`src/rtl/mux3_rr_arbiter.sv`:
```
// Three-requester burst arbiter with a registered output stage; a grant is held until the last beat.
// Define MUX3_ARB_FIXED_PRIO_EN to replace round-robin with fixed priority 0 > 1 > 2.
module mux3_rr_arbiter #(
  parameter int unsigned DWidth = 32
) (
  input  logic              clk_i,
  input  logic              rst_i,
  input  logic [2:0]        req_valid_i,
  input  logic [2:0]        req_last_i,
  input  logic [DWidth-1:0] data0_i,
  input  logic [DWidth-1:0] data1_i,
  input  logic [DWidth-1:0] data2_i,
  output logic [2:0]        req_ready_o,
  output logic              out_valid_o,
  output logic [DWidth-1:0] out_data_o,
  output logic              out_last_o,
  input  logic              out_ready_i,
  output logic [1:0]        select_o,
  output logic [2:0]        grant_o
);

  typedef enum logic {
    IDLE   = 1'b0,
    LOCKED = 1'b1
  } state_e;

  state_e            state_q, state_d;
  logic [1:0]        sel_q, sel_d;
  logic [2:0]        grant_q, grant_d;
  logic              out_valid_q, out_valid_d;
  logic [DWidth-1:0] out_data_q, out_data_d;
  logic              out_last_q, out_last_d;

  logic              win_any;
  logic [1:0]        win_sel;
  logic              g_valid, g_last;
  logic [DWidth-1:0] g_data;
  logic              ready_c;
  logic              accept;

`ifndef MUX3_ARB_FIXED_PRIO_EN
  logic [1:0] ptr_q, ptr_d;
  logic [1:0] cand0, cand1, cand2;

  // Modulo-3 successor; ptr never holds 3.
  function automatic logic [1:0] inc3(input logic [1:0] x);
    return (x == 2'd2) ? 2'd0 : x + 2'd1;
  endfunction
`endif

  // Pick the IDLE winner
  always_comb begin
    win_any = |req_valid_i;
    win_sel = 2'd0;
`ifdef MUX3_ARB_FIXED_PRIO_EN
    if (req_valid_i[0])      win_sel = 2'd0;
    else if (req_valid_i[1]) win_sel = 2'd1;
    else if (req_valid_i[2]) win_sel = 2'd2;
`else
    cand0 = inc3(ptr_q);
    cand1 = inc3(cand0);
    cand2 = ptr_q;
    if (req_valid_i[cand0])      win_sel = cand0;
    else if (req_valid_i[cand1]) win_sel = cand1;
    else if (req_valid_i[cand2]) win_sel = cand2;
`endif
  end

  // Granted requester's beat
  always_comb begin
    g_valid = 1'b0;
    g_last  = 1'b0;
    g_data  = '0;
    case (sel_q)
      2'd0: begin g_valid = req_valid_i[0]; g_last = req_last_i[0]; g_data = data0_i; end
      2'd1: begin g_valid = req_valid_i[1]; g_last = req_last_i[1]; g_data = data1_i; end
      2'd2: begin g_valid = req_valid_i[2]; g_last = req_last_i[2]; g_data = data2_i; end
      default: ;
    endcase
  end

  // Output register can take a beat when empty or draining this edge
  assign ready_c     = (state_q == LOCKED) && (!out_valid_q || out_ready_i);
  assign accept      = ready_c && g_valid;
  assign req_ready_o = ready_c ? grant_q : 3'b000;

  always_comb begin
    state_d     = state_q;
    sel_d       = sel_q;
    grant_d     = grant_q;
    out_valid_d = out_valid_q;
    out_data_d  = out_data_q;
    out_last_d  = out_last_q;
`ifndef MUX3_ARB_FIXED_PRIO_EN
    ptr_d       = ptr_q;
`endif

    if (accept) begin
      out_valid_d = 1'b1;
      out_data_d  = g_data;
      out_last_d  = g_last;
    end else if (out_ready_i) begin
      out_valid_d = 1'b0;
    end

    case (state_q)
      IDLE: begin
        if (win_any) begin
          state_d = LOCKED;
          sel_d   = win_sel;
          case (win_sel)
            2'd0:    grant_d = 3'b001;
            2'd1:    grant_d = 3'b010;
            default: grant_d = 3'b100;
          endcase
        end
      end
      LOCKED: begin
        if (accept && g_last) begin
          state_d = IDLE;
          sel_d   = 2'd0;
          grant_d = 3'b000;
`ifndef MUX3_ARB_FIXED_PRIO_EN
          ptr_d   = sel_q;
`endif
        end
      end
      default: begin
        state_d = IDLE;
        sel_d   = 2'd0;
        grant_d = 3'b000;
      end
    endcase
  end

  always_ff @(posedge clk_i or posedge rst_i) begin
    if (rst_i) begin
      state_q     <= IDLE;
      sel_q       <= 2'd0;
      grant_q     <= 3'b000;
      out_valid_q <= 1'b0;
      out_data_q  <= '0;
      out_last_q  <= 1'b0;
    end else begin
      state_q     <= state_d;
      sel_q       <= sel_d;
      grant_q     <= grant_d;
      out_valid_q <= out_valid_d;
      out_data_q  <= out_data_d;
      out_last_q  <= out_last_d;
    end
  end

`ifndef MUX3_ARB_FIXED_PRIO_EN
  // ptr resets to 2 so requester 0 wins first
  always_ff @(posedge clk_i or posedge rst_i) begin
    if (rst_i) ptr_q <= 2'd2;
    else       ptr_q <= ptr_d;
  end
`endif

  assign out_valid_o = out_valid_q;
  assign out_data_o  = out_data_q;
  assign out_last_o  = out_last_q;
  assign select_o    = sel_q;
  assign grant_o     = grant_q;

endmodule
```
`config.mk`:
```
export PLATFORM = sky130hd
export DESIGN_NAME = mux3_rr_arbiter
export DESIGN_NICKNAME = d
export VERILOG_FILES = /design/src/rtl/mux3_rr_arbiter.sv
export SDC_FILE = /design/constraint.sdc
export NUM_CORES = 1
export LEC_CHECK = 0
export BUFFER_PORTS_ARGS = -buffer_cell sky130_fd_sc_hd__clkbuf_2
export CAP_MARGIN = 20
export CORE_ASPECT_RATIO = 0.9
export CORE_MARGIN = 2
export CORE_UTILIZATION = 30
export CTS_CLUSTER_DIAMETER = 50
export DETAILED_ROUTE_END_ITERATION = 12
export HOLD_SLACK_MARGIN = 0.06
export PLACE_DENSITY = 0.6
export SLEW_MARGIN = 20
export SYNTH_ARGS = -nofsm -noshare
export SYNTH_HDL_FRONTEND = slang
export SYNTH_SLANG_ARGS = --single-unit
```
`constraint.sdc`:
```
create_clock -name clk_i -period 2.1 [get_ports clk_i]
set_input_delay 0.315 -clock clk_i [delete_from_list [all_inputs] [get_ports clk_i]]
set_output_delay 0.315 -clock clk_i [all_outputs]
set_load 0.05 [all_outputs]
```
==> impl_metrics.csv <==
group,metric,value,unit
clock_tree,cts-root-buf,"clkbuf_8",
pwr,p_comb_share,64.4,%
route,vias,2176,
pwr,p_clk_share,9.3,%
clock_tree,cts_max_path_buffers,2,
route,first_iter_violations,34,
clock_tree,insertion_delay,0.29,ns
floorplanning,io_pins,147,
floorplanning,core,0.00815,mm^2
synthesis,syn_area,0.00254,mm^2
synthesis,synth_edf_count,0,
finish,nNetsFinal,484,
global_routing,grt_pass1_vias,2056,
clock_tree,cts.sinks,42,
global_routing,grtUsageTotal,12.8,%
timing,fin_ws,0.331,ns
finish,area_growth,36.9,%
worst_setup_path,reg2regPathDepth,5,
clock_tree,cts_buffers,5,
worst_setup_path,path_max_fanout,17,
worst_setup_path,criticalPathCategory,"reg -> reg",
place,pre_cts_ws,0.326,ns
clock_tree,clk_pin_slew_worst_paths,0.08,ns
worst_setup_path,r2r_end,"out_data_o[20]$_DFFE_PP0P_",
floorplanning,start_util,31.2,%
global_routing,grt_antenna_before_repair,0,
synthesis,yosysTopAreaCellShare,40.4,%
pwr,power_frac_seq,26.3,%
pwr,power.leakage,1.77,nW
route,finalWirelength,6.11,mm
synthesis,seq_area_frac_synth,41.4,%
worst_setup_path,critPathLaunchType,"flip-flop",
worst_setup_path,cp.arrival,1.94,ns
floorplanning,die_area,0.00923,mm^2
global_routing,grt_overflow,0,
timing,tns,0,ns
finish,drive_above_1_share,54.5,%
run_status,run_status,"completed",
place,place_congestion,0.713,
synthesis,ys_warn_count,0,
route,routed_via_density,4.54,
clock_tree,htreeDepth,2,
finish,stdcell_count,479,
worst_setup_path,endpoint_kind,"flip-flop",
hold_path,holdPathEnd,"out_data_o[3]$_DFFE_PP0P_",
place,dpl.hpwl,4.96,mm
hold_path,min_from,"data2_i[3]",
timing,post-route-min-period,1.77,ns
synthesis,synth-async-reset-ratio,100,%
timing,drv_slew,0,
worst_setup_path,crit_required,2.27,ns
route,drc,0,
worst_setup_path,r2r_setup_slack,0.33,ns
finish,antenna_cells,0,
timing,rsz0062_at_grt,"false",
global_routing,grt_first_pass_wirelength,9.55,mm
timing,period_share,84.3,%
synthesis,synth_cells,230,
synthesis,syn_area_per_cell,11.1,um^2
hold_path,hold_depth,4,
pwr,max-vdd-ir-drop,0.000739,V
timing,skew,0.00978,ns
hold_path,hold_path.class,"in -> reg",
global_routing,grt_max_degree,23,
synthesis,synth.net_count,335,
pwr,switching_share,49.8,%
synthesis,synthTopCellsByArea,"dfrtp_1 40%, mux2_4 18%, mux2i_1 13%",
synthesis,yosysTopAreaCell,"dfrtp_1",
timing,worst_pin_slew,0.447,ns
timing,max_freq,565,MHz
place,io_buffer_count,146,
worst_setup_path,rr_startpoint,"select_o[0]$_DFFE_PP0P_",
pwr,power_switching,2.78,mW
pwr,powerDensity,1600,mW/mm^2
synthesis,yosysMostFrequentCell,"dfrtp_1",
job,drv_cap,0,
floorplanning,core.rowCount,31,
synthesis,synth_seq_cells,42,
synthesis,synthFlopType,"dfrtp_1",
route,dr.pass1.iters,4,
floorplanning,dieWidth,101,um
synthesis,synth_cell_types,31,
timing,setup_violations,0,
place,dp.cells,470,
pwr,p_int,2.80,mW
clock_tree,cts_tree,"done",
floorplanning,die_y,91.3,um
route,detail-route-antenna-nets,0,
timing,slew_headroom,70.2,%
timing,hold_viol,0,
route,route.detailed.wl_per_inst,12.8,um
synthesis,synthTopCellsByCount,"41 x dfrtp_1, 37 x nand2_1, 35 x o21ai_0",
==> cell usage in the layout (no fill, tap or decap), types with 2 or more instances in the layout <==
| cell type | count |
|---|---|
| nand2b_1 | 3 |
| clkbuf_2 | 146 |
| mux2_4 | 31 |
| nand2_1 | 37 |
| inv_1 | 4 |
| and3_1 | 4 |
| mux2_1 | 2 |
| clkbuf_8 | 6 |
| o21bai_1 | 4 |
| buf_4 | 10 |
| mux2i_1 | 32 |
| o21ai_0 | 35 |
| mux2_2 | 2 |
| nor2b_1 | 3 |
| dfrtp_1 | 40 |
| o22ai_1 | 2 |
==> cells by family (layout without fill, tap and decap cells) <==
group,after synthesis,in the layout,share of synthesized area (%)
buf+inv,20,170,4.53
compound gates,47,47,11.2
mux,67,67,32.7
simple gates,54,54,10.2
flops,42,42,41.4
==> routing by layer <==
layer  routed length [um]  up-vias  global-route usage, %  share of wire (%)
met4                   21        0                   2.36               0.34
met1                 2670      983                   16.3                 44
met3                  433        3                   3.16                7.1
met5                    0        -                      0                  0
li1                     -     1104                      -                  -
met2                 2990       86                   21.9                 49
==> flip-flops by register name, indices dropped and copies added, names as in the netlist <==
signal,flops
grant_o,3
cand2,2
select_o,2
state_q,1
out_data_o,32
out_last_o,1
out_valid_o,1
==> repair_timing <==
action	in CTS	in global routing
hold buffers	1	0
hold endpoints to repair	19	0
resized for setup	0	0
buffers inserted	0	0
==> how the worst max path moves through the flow <==
| stage | startpoint | end | slack, ns | cells after the start |
|---|---|---|---|---|
| 6_report | select_o[0]$_DFFE_PP0P_ | out_data_o[20]$_DFFE_PP0P_ | 0.33 | 5 |
| 5_1_grt | select_o[0]$_DFFE_PP0P_ | out_data_o[23]$_DFFE_PP0P_ | 0.26 | 5 |
| 4_1_cts | select_o[0]$_DFFE_PP0P_ | out_data_o[28]$_DFFE_PP0P_ | 0.31 | 5 |
| 3_5_place_dp | select_o[0]$_DFFE_PP0P_ | out_data_o[28]$_DFFE_PP0P_ | 0.33 | 5 |
| 3_3_place_gp | req_valid_i[2] | out_data_o[2]$_DFFE_PP0P_ | 0.37 | 6 |
| 2_1_floorplan | select_o[1]$_DFFE_PP0P_ | cand2[0]$_DFFE_PP0P_ | 0.18 | 6 |
==> final cells by class <==
cell class / instances / area [um^2]
sequential: 42 / 1050
clock buffer: 7 / 86.3
tap: 99 / 124
multi-input combinational: 168 / 1380
inverter: 5 / 18.8
fill: 843 / 4660
timing repair buffer: 157 / 816
clock inverter: 1 / 5.00
==> power groups by stage <==
stage	registers (mW)	logic [mW]	clock network [mW]
2_1_floorplan	2.73	1.62	0
6_report	1.46	3.59	0.520
3_3_place_gp	1.49	3.57	0
5_1_grt	1.52	3.80	0.588
3_5_place_dp	1.48	3.63	0
4_1_cts	1.47	3.64	0.554
==> worst max-delay path: stages (launching register included) <==
cell and delay (ns):
dfrtp_2 0.46, buf_4 0.20, a211oi_4 0.37, nor2_4 0.04, buf_4 0.24, mux2_4 0.33
==> stage by stage <==
stage | utilization (%) | area [um^2] | hold slack [ns] | power [mW]
finish | 42.7 | 3480 | 0.360 | 5.57
floorplan | - | 2540 | 0.503 | 4.35
detailed placement | 41.5 | 3380 | 0.331 | 5.11
global route | 42.7 | 3480 | 0.374 | 5.91
CTS | 42.7 | 3480 | 0.351 | 5.66
global placement | 41.5 | 3380 | 0.337 | 5.07
Power figures use the tool's default switching activity.
